`src/rtl/fetch_stage.sv`:
```
// IF stage with IF/ID pipeline register: owns the PC, captures fetched instructions,
// tracks the opcode history for hazard detection and keeps saturating stall/flush counters.
module fetch_stage #(
    parameter int unsigned         PC_W      = 32,
    parameter int unsigned         INSTR_W   = 32,
    parameter logic [PC_W-1:0]     RESET_PC  = 32'h0000_0000,
    parameter logic [PC_W-1:0]     PC_STEP   = 32'd4,
    parameter logic [INSTR_W-1:0]  NOP_INSTR = 32'h0000_0000,
    parameter int unsigned         CNT_W     = 16
) (
    input  logic               clk,
    input  logic               rst_n,
    input  logic               stall_decode,
    input  logic               stall_fetch,
    input  logic               branch_taken,
    input  logic [PC_W-1:0]    branch_target,
    output logic [PC_W-1:0]    imem_addr,
    input  logic [INSTR_W-1:0] imem_rdata,
    output logic [INSTR_W-1:0] ifid_instr,
    output logic [PC_W-1:0]    ifid_pc,
    output logic               ifid_valid,
    output logic [3:0]         cur_opcode,
    output logic [3:0]         prev_opcode,
    output logic [3:0]         prev2_opcode,
    output logic [CNT_W-1:0]   stall_cycles,
    output logic [CNT_W-1:0]   flush_count
);

    localparam logic [3:0] NOP_OP = NOP_INSTR[INSTR_W-1:INSTR_W-4];

    typedef enum logic [1:0] {
        ACT_NORMAL = 2'd0,
        ACT_STALLF = 2'd1,
        ACT_STALLD = 2'd2,
        ACT_BRANCH = 2'd3
    } action_t;

    action_t              action_s;
    logic [PC_W-1:0]      pc_r;
    logic [INSTR_W-1:0]   ifid_instr_r;
    logic [PC_W-1:0]      ifid_pc_r;
    logic                 ifid_valid_r;
    logic [3:0]           prev_opcode_r;
    logic [3:0]           prev2_opcode_r;
    logic [CNT_W-1:0]     stall_cycles_r;
    logic [CNT_W-1:0]     flush_count_r;
    logic [3:0]           cur_opcode_s;

    function automatic logic [CNT_W-1:0] sat_inc(input logic [CNT_W-1:0] value);
        if (&value) begin
            sat_inc = value;
        end else begin
            sat_inc = value + {{(CNT_W-1){1'b0}}, 1'b1};
        end
    endfunction

    assign cur_opcode_s = ifid_instr_r[INSTR_W-1:INSTR_W-4];

    // Pick exactly one action per cycle: redirect beats decode stall beats fetch stall.
    always_comb begin
        action_s = ACT_NORMAL;
        if (branch_taken) begin
            action_s = ACT_BRANCH;
        end else if (stall_decode) begin
            action_s = ACT_STALLD;
        end else if (stall_fetch) begin
            action_s = ACT_STALLF;
        end else begin
            action_s = ACT_NORMAL;
        end
    end

    // PC, IF/ID register, opcode history and counters.
    always_ff @(posedge clk or negedge rst_n) begin
        if (!rst_n) begin
            pc_r           <= RESET_PC;
            ifid_instr_r   <= NOP_INSTR;
            ifid_pc_r      <= '0;
            ifid_valid_r   <= 1'b0;
            prev_opcode_r  <= NOP_OP;
            prev2_opcode_r <= NOP_OP;
            stall_cycles_r <= '0;
            flush_count_r  <= '0;
        end else begin
            case (action_s)
                ACT_BRANCH: begin
                    pc_r           <= branch_target;
                    ifid_instr_r   <= NOP_INSTR;
                    ifid_pc_r      <= '0;
                    ifid_valid_r   <= 1'b0;
                    prev_opcode_r  <= NOP_OP;
                    prev2_opcode_r <= NOP_OP;
                    flush_count_r  <= sat_inc(flush_count_r);
                end
                ACT_STALLD: begin
                    // Decode holds its instruction, so execute receives a bubble.
                    prev_opcode_r  <= NOP_OP;
                    prev2_opcode_r <= prev_opcode_r;
                    stall_cycles_r <= sat_inc(stall_cycles_r);
                end
                ACT_STALLF: begin
                    ifid_instr_r   <= NOP_INSTR;
                    ifid_pc_r      <= '0;
                    ifid_valid_r   <= 1'b0;
                    prev_opcode_r  <= cur_opcode_s;
                    prev2_opcode_r <= prev_opcode_r;
                    stall_cycles_r <= sat_inc(stall_cycles_r);
                end
                ACT_NORMAL: begin
                    pc_r           <= pc_r + PC_STEP;
                    ifid_instr_r   <= imem_rdata;
                    ifid_pc_r      <= pc_r;
                    ifid_valid_r   <= 1'b1;
                    prev_opcode_r  <= cur_opcode_s;
                    prev2_opcode_r <= prev_opcode_r;
                end
                default: begin
                    pc_r <= pc_r;
                end
            endcase
        end
    end

    assign imem_addr    = pc_r;
    assign ifid_instr   = ifid_instr_r;
    assign ifid_pc      = ifid_pc_r;
    assign ifid_valid   = ifid_valid_r;
    assign cur_opcode   = cur_opcode_s;
    assign prev_opcode  = prev_opcode_r;
    assign prev2_opcode = prev2_opcode_r;
    assign stall_cycles = stall_cycles_r;
    assign flush_count  = flush_count_r;

endmodule

```
`config.mk`:
```
export PLATFORM = sky130hd
export DESIGN_NAME = fetch_stage
export DESIGN_NICKNAME = d
export VERILOG_FILES = /design/src/rtl/fetch_stage.sv
export SDC_FILE = /design/constraint.sdc
export NUM_CORES = 1
export LEC_CHECK = 0
export BUFFER_PORTS_ARGS = -buffer_cell sky130_fd_sc_hd__buf_2
export CAP_MARGIN = 15
export CORE_MARGIN = 10
export CORE_UTILIZATION = 46
export CTS_CLUSTER_DIAMETER = 120
export DETAILED_ROUTE_END_ITERATION = 16
export GPL_ROUTABILITY_DRIVEN = 0
export PLACE_DENSITY = 0.77
export SLEW_MARGIN = 20
export SYNTH_ARGS = -nofsm -noshare
export SYNTH_HDL_FRONTEND = slang
export SYNTH_SLANG_ARGS = --single-unit
```
`constraint.sdc`:
```
create_clock -name clk -period 1.9 [get_ports clk]
set_clock_uncertainty 0.1 [all_clocks]
set_input_delay 0.19 -clock clk [delete_from_list [all_inputs] [get_ports clk]]
set_output_delay 0.19 -clock clk [all_outputs]
set_load 0.02 [all_outputs]
```
* Yosys cells after proc, flatten, opt, wreduce, memory -nomap -nowiden
Index checks and enable logic that the tools add are counted.
Storage, ports and cells: register bits 137, logic and storage cells 37, output and inout port bits 141, bits of input ports 69
Cells by class: bitwise gates (word level) 2, muxes and demuxes 9, add/subtract/negate cells 3, eq/ne operators 3, reduce and logical (&&, ||, !) cells 12
Operators by type and width (count):
- $pmux 32 s2 | 3
- $add 16x1->16 const B | 2
- $add 32x3->32 const B | 1
- $reduce_and 16->1 | 2
- $pmux 4 s2 | 2
- $reduce_or 2->1 | 4
- $eq 2x2->1 const B | 2
- $mux 2 | 2
- $reduce_and 2->1 | 2
- $reduce_bool 2->1 | 2
- $reduce_or 3->1 | 1
- $eq 2x1->1 const B | 1
- $logic_not 2->1 | 1
- $not 1->1 | 2
- $pmux 1 s2 | 1
- $mux 1 | 1

* Logic depth before layout (Yosys ltp)
depth after elaboration 6, mapped depth 9, mapped depth without buffers 9

* Least setup slack after synthesis
No wires, ideal clock.
kind flip-flop to flip-flop, start reg pc_r[3] (netlist: imem_addr[3]), end reg pc_r[28] (netlist: imem_addr[28]), path buffers 0, arrival time 1.874 ns, library setup time 0.137 ns, stages on the path, launching flop included 7, setup slack -0.211 ns, path through dfrtp_1 -> ha_1 -> nand3_2 -> nor4_4 -> nand4_2 -> o32ai_2 -> a21oi_1
Between the ends: word-level cells in the longest chain between the ends 2
RTL lines:
- from (decl) | RTL line 39 | logic [PC_W-1:0] pc_r;
- from (signal assigned) | RTL line 87 | pc_r <= branch_target;
- from (signal assigned) | RTL line 110 | pc_r <= pc_r + PC_STEP;
- from (signal assigned) | RTL line 118 | pc_r <= pc_r;
- $add 32x3->32 | RTL line 110
- $pmux 32 s2 | RTL line 85 | case (action_s)
No other way between the ends. A chain may end at the register's enable or synchronous reset.

* Final worst setup path
start reg flush_count_r[10] (netlist: flush_count[10]), end reg flush_count_r[1] (netlist: flush_count[1])
Between the ends: word-level cells in the longest chain between the ends 3
RTL lines:
- from (decl) | RTL line 46 | logic [CNT_W-1:0] flush_count_r;
- from (signal assigned) | RTL line 93 | flush_count_r <= sat_inc(flush_count_r);
- $reduce_and 16->1 | RTL line 50 | if (&value) begin
- $not 1->1 (no line)
- $reduce_and 2->1 (no line)
No other way between the ends.

==> impl_metrics.ini <==
[synth]
synth_mux_area_share_pct = 1.004
synth_xor_area_share_pct = 3.372
synth_warnings = 0
syn-cell-area_mm2 = 0.006233
seq_area_frac_synth_pct = 55.00
async_flop_share_pct = 100.0
synthFlopType = dfrtp_1
syn_avg_cell_area_um2 = 9.445
synthAdderAreaFrac_pct = 1.204
ys_ff_latch = 137
synthSimpleGateAreaFrac_pct = 20.79
synth-edff-count = 0
synth.distinct_cells = 48
synthCells = 660
synth_compound_area_share_pct = 15.48
synth_top_family_by_area = simple AND/OR/NAND/NOR gates
syn-num-nets = 735

[global_route]
grt_pass1_wl_um = 31480
grtUsageTotal_pct = 21.02
grt_overflow_total = 0
grt_pass1_vias = 6112
grt_start_max_net_pins = 95
antenna_found_initial = 1

[timing]
fin_crit_ns = 1.858
fmax_ghz = 0.5381
period_share_pct = 97.82
hold_viol_final = 0
setup_ws_ns = 0.04150
slew_headroom_pct = 68.25
hold_slack_ns = 0.006614
worst_pin_slew_ns = 0.4758
finalSetupViolCount = 0
slew_violations = 0

[floorplan]
ios = 210
num_rows = 42
initial_core_util_pct = 47.07
die-area_mm2 = 0.01861
coreArea_mm2 = 0.01324
fp.dieW_um = 136.4
die_h_um = 136.4

[run_status]
status = completed

[hold_path]
hp-class = in2reg
holdCritStartpoint = branch_target[26]

[final_layout]
syn_to_final_growth_pct = 48.09
nets = 1051
antenna_cells = 0
final_common_cell = buf_2
drive_above_1_share_pct = 36.40
final_cells = 1165
final_cell_mix = buf_2 (208), nand2_1 (162), dfrtp_1 (119)
fin_area_mm2 = 0.009231

[drt]
drt_iter0_drc = 402
detail-route-antenna-nets = 0
met3_length_um = 1726
drtPass1Iterations = 5
wl_um = 20060
routed.top_layer = met5
wl_met1_um = 8130
wl_per_cell_um = 17.22
vias = 6190
route.detailed.drc = 0
vias_per_cell = 5.313
wl_met2_um = 9719

[setup_path]
cp_cell_sequence = and4_4 > nand4_1 > or4_4 > nand2_4 > mux2_4
start_kind = flop
startpoint = flush_count[10]$_DFFE_PN0P_
r2r_cells = 5
r2r-start = flush_count[10]$_DFFE_PN0P_
cp_max_fo = 4
cp-end-kind = flop
critPathMaxStageDelay_ns = 0.49
rrSetupSlack_ns = 0.04
arrival_ns = 2.06
crit_slowest_cell = or4_4
r2r_end = flush_count[1]$_DFFE_PN0P_
crit_type = reg2reg
worstPathRequired_ns = 2.10
crit_end = flush_count[1]$_DFFE_PN0P_

[place]
portBuffers = 209
dp_cells = 1071
dp_slack_ns = -0.2010
place_area_mm2 = 0.007945
hpwlAfterDp_um = 13810

[cts]
cts_tree = yes
clk_latency_ns = 0.42
clock-sinks = 137
cts_root_buffer = clkbuf_16
h-tree-depth = 4
path_clk_slew_ns = 0.06
cts_buffer_depth = 2
cts-buffers-inserted = 17

[power]
irDropWorstVdd_mv = 0.5834
power_density_mw_per_mm2 = 1007
total_leakage_power_nw = 4.478

[flow_run]
maxCapViolCount = 0
## synthesized netlist by cell type, drive strengths merged, types with 3 or more instances
library cell | number | share of area (%)
mux2i | 4 | 0.64
a311oi | 3 | 0.42
dfrtp | 137 | 55
ha | 6 | 1.2
and2 | 5 | 0.50
nand2b | 3 | 0.30
nand3 | 26 | 2.2
and3 | 9 | 0.90
or2 | 5 | 0.50
a21oi | 37 | 3.0
nor2 | 23 | 1.4
nand4 | 19 | 2.0
o22ai | 14 | 1.4
o21ai | 75 | 6.0
nand2 | 163 | 9.8
nor3 | 6 | 0.48
xnor2 | 17 | 2.4
buf | 9 | 0.80
a41oi | 3 | 0.42
nor4 | 6 | 1.2
inv | 9 | 0.54
clkbuf | 30 | 1.8
nor2b | 7 | 0.70
a2bb2oi | 12 | 1.7
a221o | 4 | 0.64
xor2 | 7 | 0.98
## critical path, delay by kind of cell, from the launching register on
kind / cells / cell delay [ns]
AND/OR/NAND/NOR: 4 / 1.00
flip-flops: 1 / 0.35
multiplexers: 1 / 0.29
## sequential cells by signal, summed over array words and instances (netlist names)
name / cells
flush_count: 16
prev_opcode: 4
prev2_opcode: 4
ifid_instr: 32
stall_cycles: 16
ifid_valid: 1
ifid_pc: 32
imem_addr: 32
## power breakdown
group          internal (mW)  switching [mW]
clock network           2.19            1.19
logic                  0.973            1.35
registers               3.26           0.335
## how the worst min path moves through the flow
stage / cells past startpoint / slack [ns] / to
3_3_place_gp: 1 / 0.009 / ifid_instr[9]$_DFFE_PN0P_
6_report: 3 / 0.007 / imem_addr[26]$_DFFE_PN0P_
5_1_grt: 3 / 0.01 / imem_addr[14]$_DFFE_PN0P_
2_1_floorplan: 0 / -0.21 / flush_count[0]$_DFFE_PN0P_
3_5_place_dp: 1 / 0.01 / ifid_instr[9]$_DFFE_PN0P_
4_1_cts: 3 / 0.0007 / imem_addr[26]$_DFFE_PN0P_
## metrics by stage
stage / utilization [%] / TNS, ns / total power, mW
global route: 69.71 / -0.01379 / 9.700
floorplan: - / 0 / 4.762
CTS: 68.69 / 0 / 9.283
detailed placement: 60.00 / -4.739 / 5.782
finish: 69.71 / 0 / 9.292
global placement: 60.00 / -2.216 / 5.727
## repair_timing
item	CTS	global route
hold endpoints to repair	179	0
pin swaps	2	6
setup buffers	3	6
setup endpoints to repair	1	19
gates cloned	0	0
resized for setup	1	17
hold buffers	53	0
## layer usage
metal / track usage [%] / vias up
met4: 8.047 / 2
met2: 34.50 / 247
li1: - / 2934
met1: 24.87 / 2969
met3: 7.269 / 38
met5: 0 / -
## cell families (layout without fill, tap and decap cells)
group           Yosys count  after routing
fa+ha+maj                 6              6
mux                       6              6
flops                   137            137
xor+xnor                 24             24
simple gates            278            278
compound gates          161            161
buf+inv                  48            377
## cell type report
type                            count  area (um2)
Sequential cell                   137        3451
Tap cell                          176       220.2
Timing Repair Buffer              336        2192
Clock inverter                      9       147.6
Fill cell                         980        4011
Multi-Input combinational cell    475        2739
Inverter                            9       33.78
Clock buffer                       23       447.9
Power figures use the tool's default switching activity.
